--- config.mk ---
export PLATFORM = sky130hd
export DESIGN_NAME = seven_segment_counter_mux
export DESIGN_NICKNAME = d
export VERILOG_FILES = /design/src/rtl/seven_seg_pkg.sv /design/src/rtl/seven_seg_decoder.sv /design/src/rtl/seven_segment_counter_mux.sv
export SDC_FILE = /design/constraint.sdc
export NUM_CORES = 1
export LEC_CHECK = 0
export BUFFER_PORTS_ARGS = -buffer_cell sky130_fd_sc_hd__buf_2
export CAP_MARGIN = 20
export CORE_ASPECT_RATIO = 0.6
export CORE_MARGIN = 2
export CORE_UTILIZATION = 30
export DETAILED_ROUTE_END_ITERATION = 16
export PLACE_DENSITY = 0.48
export RECOVER_POWER = 100
export SLEW_MARGIN = 10
export SYNTH_ARGS = -nofsm -noshare
export SYNTH_HDL_FRONTEND = slang
export SYNTH_SLANG_ARGS = --single-unit
--- constraint.sdc ---
create_clock -name wb_clk_i -period 2.95 [get_ports wb_clk_i]
set_clock_uncertainty 0.1 [all_clocks]
set_input_delay 0.4425 -clock wb_clk_i [delete_from_list [all_inputs] [get_ports wb_clk_i]]
set_output_delay 0.4425 -clock wb_clk_i [all_outputs]
set_load 0.05 [all_outputs]
--- src/rtl/seven_seg_pkg.sv ---
// Shared seven-segment definitions: segment patterns {g,f,e,d,c,b,a}
// and the BCD decode used by every display block.
package seven_seg_pkg;

    localparam int unsigned BCD_W = 4;

    localparam logic [6:0] SEG_0     = 7'b0111111;
    localparam logic [6:0] SEG_1     = 7'b0000110;
    localparam logic [6:0] SEG_2     = 7'b1011011;
    localparam logic [6:0] SEG_3     = 7'b1001111;
    localparam logic [6:0] SEG_4     = 7'b1100110;
    localparam logic [6:0] SEG_5     = 7'b1101101;
    localparam logic [6:0] SEG_6     = 7'b1111101;
    localparam logic [6:0] SEG_7     = 7'b0000111;
    localparam logic [6:0] SEG_8     = 7'b1111111;
    localparam logic [6:0] SEG_9     = 7'b1101111;
    localparam logic [6:0] SEG_BLANK = 7'b0000000;

    // Non-decimal codes blank the digit rather than show a glyph.
    function automatic logic [6:0] seg_decode(input logic [BCD_W-1:0] bcd);
        case (bcd)
            4'd0:    seg_decode = SEG_0;
            4'd1:    seg_decode = SEG_1;
            4'd2:    seg_decode = SEG_2;
            4'd3:    seg_decode = SEG_3;
            4'd4:    seg_decode = SEG_4;
            4'd5:    seg_decode = SEG_5;
            4'd6:    seg_decode = SEG_6;
            4'd7:    seg_decode = SEG_7;
            4'd8:    seg_decode = SEG_8;
            4'd9:    seg_decode = SEG_9;
            default: seg_decode = SEG_BLANK;
        endcase
    endfunction

endpackage

--- src/rtl/seven_seg_decoder.sv ---
// Combinational BCD to seven-segment decoder for one digit.
module seven_seg_decoder
    import seven_seg_pkg::*;
(
    input  logic [BCD_W-1:0] bcd,
    output logic [6:0]       seg
);

    assign seg = seg_decode(bcd);

endmodule

--- src/rtl/seven_segment_counter_mux.sv ---
// N-digit up/down BCD counter stepped by a programmable prescaler and
// time-multiplexed onto one shared seven-segment bus.
module seven_segment_counter_mux
    import seven_seg_pkg::*;
#(
    parameter int unsigned             NUM_DIGITS      = 4,
    parameter int unsigned             PRESCALE_W      = 24,
    parameter int unsigned             REFRESH_W       = 10,
    parameter logic [PRESCALE_W-1:0]   DEFAULT_COMPARE = PRESCALE_W'(24'd15999999)
) (
    input  logic                          wb_clk_i,
    input  logic                          wb_rst_i,
    input  logic                          active,
    input  logic [PRESCALE_W-1:0]         compare_in,
    input  logic                          update_compare,
    input  logic                          count_en,
    input  logic                          count_down,
    input  logic                          clear,
    output logic [6:0]                    led_out,
    output logic [NUM_DIGITS-1:0]         digit_sel,
    output logic [BCD_W*NUM_DIGITS-1:0]   bcd_value,
    output logic                          tick
);

    localparam int unsigned DW    = BCD_W * NUM_DIGITS;
    localparam int unsigned IDX_W = (NUM_DIGITS > 1) ? $clog2(NUM_DIGITS) : 1;

    logic [PRESCALE_W-1:0] compare_reg;
    logic [PRESCALE_W-1:0] prescaler;
    logic [DW-1:0]         digits;
    logic [DW-1:0]         next_digits;
    logic                  tick_r;
    logic [REFRESH_W-1:0]  refresh;
    logic [IDX_W-1:0]      index;
    logic [NUM_DIGITS-1:0] lim;
    logic [NUM_DIGITS-1:0] step_in;
    logic [BCD_W-1:0]      cur_digit;
    logic [6:0]            seg;
    logic [NUM_DIGITS-1:0] sel_onehot;

    // A digit steps when every lower digit sits at its wrap limit
    // (9 going up, 0 going down); the prefix AND avoids a ripple loop.
    for (genvar g = 0; g < NUM_DIGITS; g++) begin : g_digit
        logic [BCD_W-1:0] d;
        assign d      = digits[g*BCD_W +: BCD_W];
        assign lim[g] = count_down ? (d == 4'd0) : (d == 4'd9);
        if (g == 0) begin : g_lsd
            assign step_in[g] = 1'b1;
        end else begin : g_upper
            assign step_in[g] = &lim[g-1:0];
        end
        assign next_digits[g*BCD_W +: BCD_W] =
            !step_in[g] ? d :
            lim[g]      ? (count_down ? 4'd9 : 4'd0) :
            count_down  ? d - 4'd1 : d + 4'd1;
    end

    always_ff @(posedge wb_clk_i or posedge wb_rst_i) begin
        if (wb_rst_i) begin
            compare_reg <= DEFAULT_COMPARE;
            prescaler   <= '0;
            digits      <= '0;
            tick_r      <= 1'b0;
        end else if (clear) begin
            digits    <= '0;
            prescaler <= '0;
            tick_r    <= 1'b0;
            if (update_compare) begin
                compare_reg <= compare_in;
            end
        end else if (update_compare) begin
            compare_reg <= compare_in;
            prescaler   <= '0;
            tick_r      <= 1'b0;
        end else if (count_en) begin
            if (prescaler == compare_reg) begin
                prescaler <= '0;
                tick_r    <= 1'b1;
                digits    <= next_digits;
            end else begin
                prescaler <= prescaler + PRESCALE_W'(1);
                tick_r    <= 1'b0;
            end
        end else begin
            tick_r <= 1'b0;
        end
    end

    // Free-running refresh; the digit index moves on each wrap.
    always_ff @(posedge wb_clk_i or posedge wb_rst_i) begin
        if (wb_rst_i) begin
            refresh <= '0;
            index   <= '0;
        end else begin
            refresh <= refresh + REFRESH_W'(1);
            if (&refresh) begin
                index <= (index == IDX_W'(NUM_DIGITS - 1)) ? '0 : index + IDX_W'(1);
            end
        end
    end

    always_comb begin
        cur_digit = '0;
        for (int unsigned i = 0; i < NUM_DIGITS; i++) begin
            if (index == IDX_W'(i)) begin
                cur_digit = digits[i*BCD_W +: BCD_W];
            end
        end
    end

    seven_seg_decoder u_decoder (
        .bcd (cur_digit),
        .seg (seg)
    );

    assign sel_onehot = NUM_DIGITS'(1) << index;

    assign led_out   = active ? seg        : '0;
    assign digit_sel = active ? sel_onehot : '0;
    assign bcd_value = active ? digits     : '0;
    assign tick      = active ? tick_r     : 1'b0;

endmodule

==> impl_metrics.csv <==
group,metric,value,unit
power,power_density,443.3,nW/µm²
timing,max_freq,350.5,MHz
power,cellLeakagePower,0.002640,µW
grt,overflow,0,
status,status,"completed",
drt,remaining_drc_errors,0,
floorplanning,rows,35,
timing,tightest_slew,1.415,ns
hold_path,min-delay-path-class,"input port to flop",
cts,clk_latency,0.33,ns
layout,fin_util,37.55,%
layout,fillers,1543,
layout,drive_gt1_share,31.78,%
timing,relSlewSlack,5.677,%
worst_setup_path,crit_chain,"inv_2 -> ha_2 -> nand2_1 -> o21ai_2 -> a22oi_2 -> buf_6 -> ha_1 -> nor2b_2 -> o21ai_1 -> a21boi_2 -> buf_6",
layout,fin_cells,741,
worst_setup_path,max_stage_delay,0.45,ns
floorplanning,fp.dieArea,16800,µm²
worst_setup_path,cp-end-kind,"output pin",
run,cap_viol_max_count,0,
timing,slew_viol_final,0,
worst_setup_path,crit_buf_inv,3,
drt,routed_wl,11380,µm
hold_path,holdPathStages,2,
synth,synth_cell_types,56,
synth,ys_async_sr_fraction,100.0,%
synth,syn-num-nets,517,
power,power,2559,µW
synth,synthDominantAreaCellType,"dfrtp_1",
layout,antennaDiodeCount,0,
layout,fin_nets,587,
drt,drt_iter0_markers,187,
power,p_comb_share,9.0,%
worst_setup_path,cp.arrival,2.31,ns
layout,regArea,1949,µm²
synth,synth.yosys.warnings,0,
synth,synth-main-ff-cell,"dfrtp_1",
layout,multi_input_area,2746,µm²
cts,clock_sinks,77,
worst_setup_path,cp_common_cell,"buf_6",
grt,antenna_found_initial,0,
timing,fin_crit,2.853,ns
placed_design,portBuffers,58,
timing,setup_violations,0,
worst_setup_path,rr_worst_depth,6,
synth,seq_area_frac_synth,41.22,%
cts,clk_pin_slew,0.06,ns
drt,dr.pass1.iters,4,
grt,gr-usage-all-layers,14.03,%
grt,grt_pass1_wl,18730,µm
synth,syn_inst,463,
floorplanning,die_w,166.0,µm
drt,vias,3527,
synth,avgSynthCellArea,10.20,µm²
power,sequentialPowerShare,44.4,%
layout,syn_to_final_growth,22.20,%
synth,ys_seq_elements,77,
worst_setup_path,path_depth,11,
synth,synth-edff-count,0,
timing,rsz0062_at_grt,"true",
cts,h-tree-depth,3,
power,clockPowerShare,46.7,%
worst_setup_path,path_max_fanout,5,
power,switching_share,23.20,%
grt,grt_max_degree,51,
worst_setup_path,path_class,"flop to output pin",
grt,grt_pass1_vias,3541,
placed_design,placedCellCount,723,
floorplanning,die_y,101.2,µm
cts,cts_buffers,9,
placed_design,place_congestion,0.8165,
synth,syn-cell-area,4723,µm²
drt,wl_per_cell,15.36,µm
power,p_int,1965,µW
cts,cts_tree,"yes",
layout,mostFrequentLayoutCells,"59 x dfrtp_1, 50 x buf_2, 44 x nor2_1, 44 x xor2_1, 28 x nand2_1",
drt,final_antenna_net_count,0,
timing,fin_crit_sh,96.72,%
timing,hold_slack,0.2401,ns
synth,synth_area_leaders,"dfrtp_1 32%, dfstp_2 8.9%, xor2_1 8.2%",
power,peakVddDrop,0.0002468,V
placed_design,pre_cts_slack,0.07146,ns
drt,viasPerCell,4.760,
floorplanning,coreArea,15370,µm²
placed_design,dpl.hpwl,8351,µm
layout,final_common_cell,"dfrtp_1",
worst_setup_path,critPathLaunchType,"flop",
worst_setup_path,cpLargestDelayFamily,"compound AO/OA/AOI/OAI gates",
worst_setup_path,crit_slowest_cell,"dfrtp_2",
power,p_switching,593.6,µW
cts,cts_root_buffer,"clkbuf_16",
worst_setup_path,worstPathRequired,2.41,ns
timing,layout_setup_ws,0.09687,ns
cts,cts_max_path_buffers,2,
floorplanning,start_util,30.73,%
floorplanning,io_pins,59,
synth,synth_top_cell_area_share,32.32,%
timing,timing_hold_violations_final,0,
-- path summary, 6_finish.rpt --
path	end	startpoint	slack, ns
worst max-delay path	led_out[3]	index[0]	0.1
worst min-delay path	compare_reg[9]	compare_in[9]	0.24
worst max register to register	digits[4]	compare_reg[5]	0.61
worst min register to register	refresh[7]	refresh[7]	0.37
max in group asynchronous	index[1]	wb_rst_i	0.58
min in group asynchronous	refresh[0]	wb_rst_i	0.25
-- area by class of cell --
class | instances | area share [%]
clock buffers | 12 | 4.271
clock inverters | 4 | 1.257
inverters | 16 | 1.041
multi-input cells | 355 | 47.58
flip-flops and latches | 77 | 33.77
well taps | 203 | 4.401
repair buffers | 74 | 7.674
-- cells in the mapped netlist (4+ instances only) --
library cell  number
dfstp_2           16
a21oi_1           19
fa_1               4
mux2_2            27
o21ai_0           13
nand2_1           28
nor4_4             4
nor2_1            45
nor3_1            10
inv_1             16
ha_1              19
clkbuf_1           8
and3_1             5
a21o_1             7
a21boi_0           6
nor2b_1            4
nand4_1            5
xor2_1            44
nor4_1             4
xnor2_1           19
dfrtp_1           61
and2_1            23
mux2i_1            9
nand3_1           16
-- stage by stage --
stage / setup TNS [ns] / instance area, µm²
after floorplan: -0.01293 / 4750
after global placement: 0 / 5348
after detailed placement: 0 / 5348
after CTS: -0.002809 / 5739
after global routing: -0.02279 / 5772
final: 0 / 5772
-- cell families (layout without fill, tap and decap cells) --
kind of cell	count (synthesis)	after routing	share of synthesized area [%]
simple gates	167	167	20.40
flops	77	77	41.22
compound gates	66	66	9.007
xor+xnor	63	63	11.68
mux	36	36	8.344
buf+inv	31	106	2.623
fa+ha+maj	23	23	6.729
-- routing by layer --
layer / up-vias / track usage (%) / part of all wire, %
met5: - / 0 / 0
met4: 0 / 3.010 / 0.57
met3: 5 / 2.892 / 3.3
met2: 55 / 20.30 / 43
met1: 1723 / 21.48 / 53
li1: 1744 / - / -
-- timing repair --
action	in CTS	in global routing
hold buffers	0	0
pin swaps	1	6
setup endpoints to repair	7	7
gates resized for setup	22	20
buffers inserted	1	1
-- power groups by stage --
stage | logic, µW | registers, µW | clock network (µW)
4_1_cts | 236 | 1140 | 1230
3_5_place_dp | 231 | 1150 | 0
6_report | 229 | 1130 | 1190
2_1_floorplan | 161 | 1140 | 0
5_1_grt | 255 | 1140 | 1280
3_3_place_gp | 227 | 1150 | 0
Power figures use the tool's default switching activity.
